===== config.mk =====
export PLATFORM = sky130hd
export DESIGN_NAME = fifo_word_packer
export DESIGN_NICKNAME = d
export VERILOG_FILES = /design/src/rtl/fifo_word_packer.sv
export SDC_FILE = /design/constraint.sdc
export NUM_CORES = 1
export LEC_CHECK = 0
export CORE_ASPECT_RATIO = 1.4
export CORE_MARGIN = 1
export CORE_UTILIZATION = 30
export CTS_CLUSTER_DIAMETER = 100
export DETAILED_ROUTE_END_ITERATION = 7
export GPL_TIMING_DRIVEN = 0
export PLACE_DENSITY = 0.56
export SYNTH_ARGS = -nofsm -noshare
export SYNTH_HDL_FRONTEND = slang
export SYNTH_SLANG_ARGS = --single-unit

===== constraint.sdc =====
create_clock -name clk -period 2.96 [get_ports clk]
set_clock_uncertainty 0.15 [all_clocks]
set_input_delay 0.592 -clock clk [delete_from_list [all_inputs] [get_ports clk]]
set_output_delay 0.592 -clock clk [all_outputs]
set_load 0.02 [all_outputs]

===== src/rtl/fifo_word_packer.sv =====
// Read-side drain stage of the dual-clock fifo: pops entries, packs PACK_COUNT of them
// (first entry in lane 0) into one word on a valid/ready output; flush emits a partial word.
module fifo_word_packer #(
  parameter int DATA_WIDTH = 8,
  parameter int PACK_COUNT = 4
) (
  input  logic                               clk,
  input  logic                               reset_n,
  output logic                               fifo_read_enable,
  input  logic [DATA_WIDTH-1:0]              fifo_read_data,
  input  logic                               fifo_empty,
  input  logic                               flush,
  output logic [DATA_WIDTH*PACK_COUNT-1:0]   out_data,
  output logic [$clog2(PACK_COUNT):0]        out_bytes,
  output logic                               out_valid,
  input  logic                               out_ready,
  output logic                               busy
);

  localparam int OUT_WIDTH = DATA_WIDTH * PACK_COUNT;
  localparam int CNT_WIDTH = $clog2(PACK_COUNT) + 1;
  localparam logic [CNT_WIDTH-1:0] FULL_CNT = CNT_WIDTH'(PACK_COUNT);

  logic [CNT_WIDTH-1:0] lane_cnt_q, lane_cnt_d;
  logic                 pop_pend_q;
  logic                 flush_pend_q, flush_pend_d;
  logic [OUT_WIDTH-1:0] out_data_q, out_data_d;
  logic [CNT_WIDTH-1:0] out_bytes_q, out_bytes_d;
  logic                 out_valid_q, out_valid_d;

  logic [OUT_WIDTH-1:0] packed_word;
  logic [CNT_WIDTH-1:0] occupancy;
  logic                 pop_req;
  logic                 out_free;
  logic                 lanes_full;
  logic                 flush_drain;
  logic                 load_word;

  // Lanes already filled plus the entry still in flight from the fifo's read register.
  assign occupancy   = lane_cnt_q + CNT_WIDTH'(pop_pend_q);
  assign pop_req     = !fifo_empty && !flush_pend_q && (occupancy < FULL_CNT);
  assign fifo_read_enable = pop_req && reset_n;

  assign out_free    = !out_valid_q || out_ready;
  assign lanes_full  = (lane_cnt_q == FULL_CNT);
  // A full word goes out first; the pending flush resolves once the lanes are empty.
  assign flush_drain = flush_pend_q && !pop_pend_q && !lanes_full && out_free;
  assign load_word   = (lanes_full && out_free) || (flush_drain && (lane_cnt_q != '0));

  generate
    for (genvar gi = 0; gi < PACK_COUNT; gi++) begin : g_lane
      logic [DATA_WIDTH-1:0] lane_q;

      always_ff @(posedge clk or negedge reset_n) begin
        if (!reset_n) begin
          lane_q <= '0;
        end else if (pop_pend_q && (lane_cnt_q == CNT_WIDTH'(gi))) begin
          lane_q <= fifo_read_data;
        end
      end

      // Lanes beyond the fill level read as zero so partial words carry no stale data.
      assign packed_word[gi*DATA_WIDTH +: DATA_WIDTH] =
        (CNT_WIDTH'(gi) < lane_cnt_q) ? lane_q : '0;
    end
  endgenerate

  always_comb begin
    lane_cnt_d   = lane_cnt_q;
    flush_pend_d = flush_pend_q;
    out_data_d   = out_data_q;
    out_bytes_d  = out_bytes_q;
    out_valid_d  = out_valid_q;

    if (load_word) begin
      lane_cnt_d = '0;
    end else if (pop_pend_q) begin
      lane_cnt_d = lane_cnt_q + 1'b1;
    end

    if (flush_pend_q) begin
      if (flush_drain) begin
        flush_pend_d = 1'b0;
      end
    end else if (flush) begin
      flush_pend_d = 1'b1;
    end

    if (load_word) begin
      out_data_d  = packed_word;
      out_bytes_d = lane_cnt_q;
      out_valid_d = 1'b1;
    end else if (out_valid_q && out_ready) begin
      out_valid_d = 1'b0;
    end
  end

  always_ff @(posedge clk or negedge reset_n) begin
    if (!reset_n) begin
      lane_cnt_q   <= '0;
      pop_pend_q   <= 1'b0;
      flush_pend_q <= 1'b0;
      out_data_q   <= '0;
      out_bytes_q  <= '0;
      out_valid_q  <= 1'b0;
    end else begin
      lane_cnt_q   <= lane_cnt_d;
      pop_pend_q   <= pop_req;
      flush_pend_q <= flush_pend_d;
      out_data_q   <= out_data_d;
      out_bytes_q  <= out_bytes_d;
      out_valid_q  <= out_valid_d;
    end
  end

  assign out_data  = out_data_q;
  assign out_bytes = out_bytes_q;
  assign out_valid = out_valid_q;
  assign busy      = (lane_cnt_q != '0) | pop_pend_q | out_valid_q | flush_pend_q;

endmodule


After elaboration in Yosys (flattened, before gate mapping):

Index checks and enable logic that the tools add are counted.
W data, S select, Z words.

* register bits after elaboration: 73
* bits in latches: 0
* RAM bits: 0
* memory bits (read-only): 0
* bits of input ports: 13
* output and inout bits: 38
* logic and storage cells: 59
* memories: 0

* $add $sub $neg: 2
* multiply operators: 0
* divide/modulo/power cells: 0
* order comparisons: 5
* equality and inequality tests: 4
* shift-type cells: 0
* muxes and demuxes: 11
* bitwise gates (word level): 3
* reductions and logical operators: 24

Operators with widths (count)
* $mux W8: 4
* $logic_and A1 B1 Y1: 13
* $eq A3 B2 Y1 const B: 2
* $lt A1 B3 Y1 const A: 2
* $lt A2 B3 Y1 const A: 2
* $mux W3: 2
* $logic_not A1 Y1: 5
* $mux W1: 5
* $reduce_bool A2 Y1: 2
* $add A3 B1 Y3: 1
* $add A3 B1 Y3 const B: 1
* $eq A3 B1 Y1 const B: 1
* $eq A3 B3 Y1 const B: 1
* $logic_not A3 Y1: 1
* $lt A3 B3 Y1 const B: 1
* $or A1 B1 Y1: 3
* $reduce_bool A3 Y1: 1
* $logic_or A1 B1 Y1: 2

Logic depth before layout (Yosys ltp):

* depth in word-level cells: 7
* depth in mapped cells: 8
* mapped depth without buffers: 5

Worst setup path after synthesis:

Ideal clock, no wire load.

* kind: register to output
* start: register lane_cnt_q[0]
* end: output port fifo_read_enable
* arrival: 1.549 ns
* data required time: 2.218 ns
* path slack: 0.669 ns
* stages on the path, launching flop included: 5
* path buffers: 1
* path through: dfrtp_1 -> clkbuf_1 -> nand3_1 -> xnor2_1 -> nor4b_1

* word-level cells in the longest chain between the ends: 4

RTL lines
* start: declaration: line 24 `logic [CNT_WIDTH-1:0] lane_cnt_q, lane_cnt_d;`
* start signal: assignment: line 107 `lane_cnt_q <= lane_cnt_d;`
* $add A3 B1 Y3: line 40 `assign occupancy = lane_cnt_q + CNT_WIDTH'(pop_pend_q);`
* $lt A3 B3 Y1: line 41 `assign pop_req = !fifo_empty && !flush_pend_q && (occupancy < FULL_CNT);`
* $logic_and A1 B1 Y1: line 41
* $logic_and A1 B1 Y1: line 42 `assign fifo_read_enable = pop_req && reset_n;`
* end: declaration: line 9 `output logic fifo_read_enable,`

No other way between the ends.

Worst setup path after layout:

* start: register lane_cnt_q[1]
* end: output port busy

* word-level cells in the longest chain between the ends: 4

RTL lines
* $reduce_bool A3 Y1: line 119 `assign busy = (lane_cnt_q != '0) | pop_pend_q | out_valid_q | flush_pend_q;`
* $or A1 B1 Y1 (3 in series): line 119
* end: declaration: line 17 `output logic busy`

No other way between the ends.

==> impl_results.md <==
* Combinational Power Share at 41.8%
* Slack of the critical path at 0.265 ns
* Fillers at 987
* Leakage Power at 1.77 nW
* Worst EP required at 2.22 ns
* Final HPWL DP at 4470 um
* Worst r2r dst: out_data[13]
* Vias per cell at 4.36
* Cell accounting for the most synthesized area: dfrtp_1
* Period utilization at 91.0%
* Clk buf depth at 2
* DR iter-0 viols at 116
* Worst slew pin tran at 0.622 ns
* Worst reg2reg path startpoint: lane_cnt_q[0]
* Clk pwr share at 21.8%
* Sequential group share of total power at 36.4%
* Nets at 318
* Routed Antenna Nets at 0
* FF+latch area at 0.00183 mm^2
* Cells after Synth at 241
* Slowest Stage Delay on Critical Path at 0.39 ns
* CTS resizes at 1
* CP Class: reg2out
* DIE AREA at 0.0108 mm^2
* Multi-input gate area at 0.00109 mm^2
* Slew headroom at 58.4%
* Initial Util at 31.2%
* CP Max Fanout at 8
* Fmax at 371 MHz
* CTS hold repair buffers at 0
* CTS sink cnt at 73
* H-Tree Depth at 3
* Total global-route track usage at 13.3%
* Final Util at 40.8%
* Area growth from synthesis to layout at 31.0%
* Routed wire length per instance at 14.5 um
* Max VDD drop at 0.000308 V
* Layout cells sized above 1 at 22.8%
* Number of global-route vias before repair at 1964
* Pwr per Cell Area at 1130 mW/mm^2
* Tot Pwr at 4.57 mW
* Antenna diodes at 0
* Post-DP Area at 0.00379 mm^2
* Clock-pin slew on the worst setup and hold paths at 0.05 ns
* DRC viols at 0
* Int Pwr at 3.04 mW
* Largest net degree at the start of global routing at 42
* R2r setup slk at 0.65 ns
* Min cycle time layout at 2.69 ns
* Worst R2R Path Depth at 6
* Die X at 87.9 um
* Sw power at 1.54 mW
* Synth Warn # at 0
* MaxCap Viol Count at 0
* Switching Fraction at 33.6%
* Met1 Use GR at 16.5%
* Syn Nets at 257
* GRT Residual Overflow at 0
* Final GP Congestion at 0.688
* Row count at 43
* Total number of vias at 1928
* Final instance area at 0.00406 mm^2
* Met2 Resource Use GR at 21.3%
* Antenna violations before repair at 0
* IO buf count at 50
* Final Max Slew Viols at 0
* Clk_lat worst skew at 0.33 ns
* GR Layer Usage met3 at 2.62%
* Global-route wire length before repair at 10200 um
* Cts bufs inserted at 9
* Top Ports at 51
* Synth area leaders: dfrtp_1 (59%), mux2_2 (16%), mux2i_1 (8.1%)
* Final Hold Fails at 0
* Post-CTS Setup Repair Bufs at 0
* #FFs+latches synth at 73
* Crit path cell chain: buf_2, inv_1, ha_1, nand2b_1, or4_1, dlygate4sd2_1
* Core area at 0.00995 mm^2
* Routed wire length at 6410 um
* Avg Cell Area, Syn at 12.9 um^2
* Outcome: completed
* Root Driver: clkbuf_16
* Commonest cells after routing, fill and taps aside: dfrtp_1 (73), clkdlybuf4s50_1 (47), mux2_2 (43), nand2_1 (28), inv_1 (26)
* Post-synthesis sequential area ratio at 58.9%
* RSZ-0062 raised after global routing: no
* Final setup vio count at 0
* CP Capture Type: output pin
* Grt peak-use layer: met2
* CTS tree: done
* Cell variety after synth at 28
* Die Height at 122 um
* Dpl ws at 0.263 ns
* Critical path launch point type: register
* Worst Path Arrival at 1.95 ns
* Pre-antenna DRT Iters at 4
* Synth top area share at 58.9%
* CP max-delay cell: dfrtp_1
* Min-delay worst type: in2async
* Mapped Area at 0.00310 mm^2
* Commonest non-fill, non-tap cell in the layout: dfrtp_1
==> final cells by class <==
| class | instances | share of cell area, % |
|---|---|---|
| sequential | 73 | 45.0 |
| multi-input combinational | 131 | 26.7 |
| timing repair buffer | 51 | 12.8 |
| clock buffer | 13 | 6.41 |
| tap | 135 | 4.16 |
| inverter | 26 | 2.40 |
| buffer | 10 | 2.13 |
| clock inverter | 3 | 0.370 |
==> critical path: cells and delay by family (launching register included) <==
kind / cells / cell delay (ns)
adder cells (fa/ha/maj): 1 / 0.21
flip-flops: 1 / 0.39
AND/OR/NAND/NOR: 2 / 0.44
buffers and inverters: 3 / 0.57
==> worst max path at each step <==
stage	from	end	slack, ns	cells past startpoint
4_1_cts	lane_cnt_q[0]	fifo_read_enable	0.0005	5
6_report	lane_cnt_q[1]	busy	0.27	6
2_1_floorplan	lane_cnt_q[0]	fifo_read_enable	0.67	4
5_1_grt	lane_cnt_q[1]	busy	0.17	6
3_3_place_gp	reset_n	fifo_read_enable	-2.36	3
3_5_place_dp	fifo_empty	fifo_read_enable	0.26	3
==> cell usage after synthesis, drive strengths merged <==
cell / count
a21o: 1
a21oi: 1
a31oi: 1
and3: 1
buf: 9
clkbuf: 2
dfrtp: 73
ha: 3
inv: 26
mux2: 43
mux2i: 25
nand2: 28
nand2b: 1
nand3: 2
nor2: 6
nor2b: 10
nor3: 1
nor4b: 1
or2: 1
or3: 1
or3b: 1
or4: 1
xnor2: 2
xor2: 1
==> state kept, by name, summed over array words and instances (netlist names) <==
signal and count:
out_data 32, out_valid 1, lane_cnt_q 3, flush_pend_q 1, g_lane.lane_q 32, out_bytes 3, pop_pend_q 1
==> cell families after synthesis <==
| group | count (synthesis) | share of synthesized area [%] |
|---|---|---|
| xor+xnor | 3 | 0.848 |
| mux | 68 | 23.7 |
| fa+ha+maj | 3 | 1.21 |
| compound gates | 3 | 0.969 |
| buf+inv | 37 | 6.05 |
| simple gates | 54 | 8.31 |
| flops | 73 | 58.9 |
==> routing by layer <==
metal / up-vias / part of all wire, %
met5: - / 0
met4: 0 / 2.4
met3: 13 / 2.9
met2: 33 / 51
met1: 971 / 44
li1: 911 / -
==> metrics by stage <==
step / hold slack (ns) / setup TNS (ns) / cells
floorplan: 0.146 / 0 / 241
detailed placement: 0.338 / 0 / 427
finish: 0.0517 / 0 / 442
CTS: 0.0663 / 0 / 443
global route: 0.0899 / 0 / 442
global placement: 0.334 / -108.27 / 426
==> power groups by stage <==
stage	registers, mW	clock network, mW	logic, mW
floorplan	1.84	0	1.10
global placement	1.66	0	1.93
detailed placement	1.68	0	1.97
CTS	1.66	1.02	1.97
global route	1.73	1.07	2.08
finish	1.66	0.997	1.91
(Power assumes the default switching activity.)
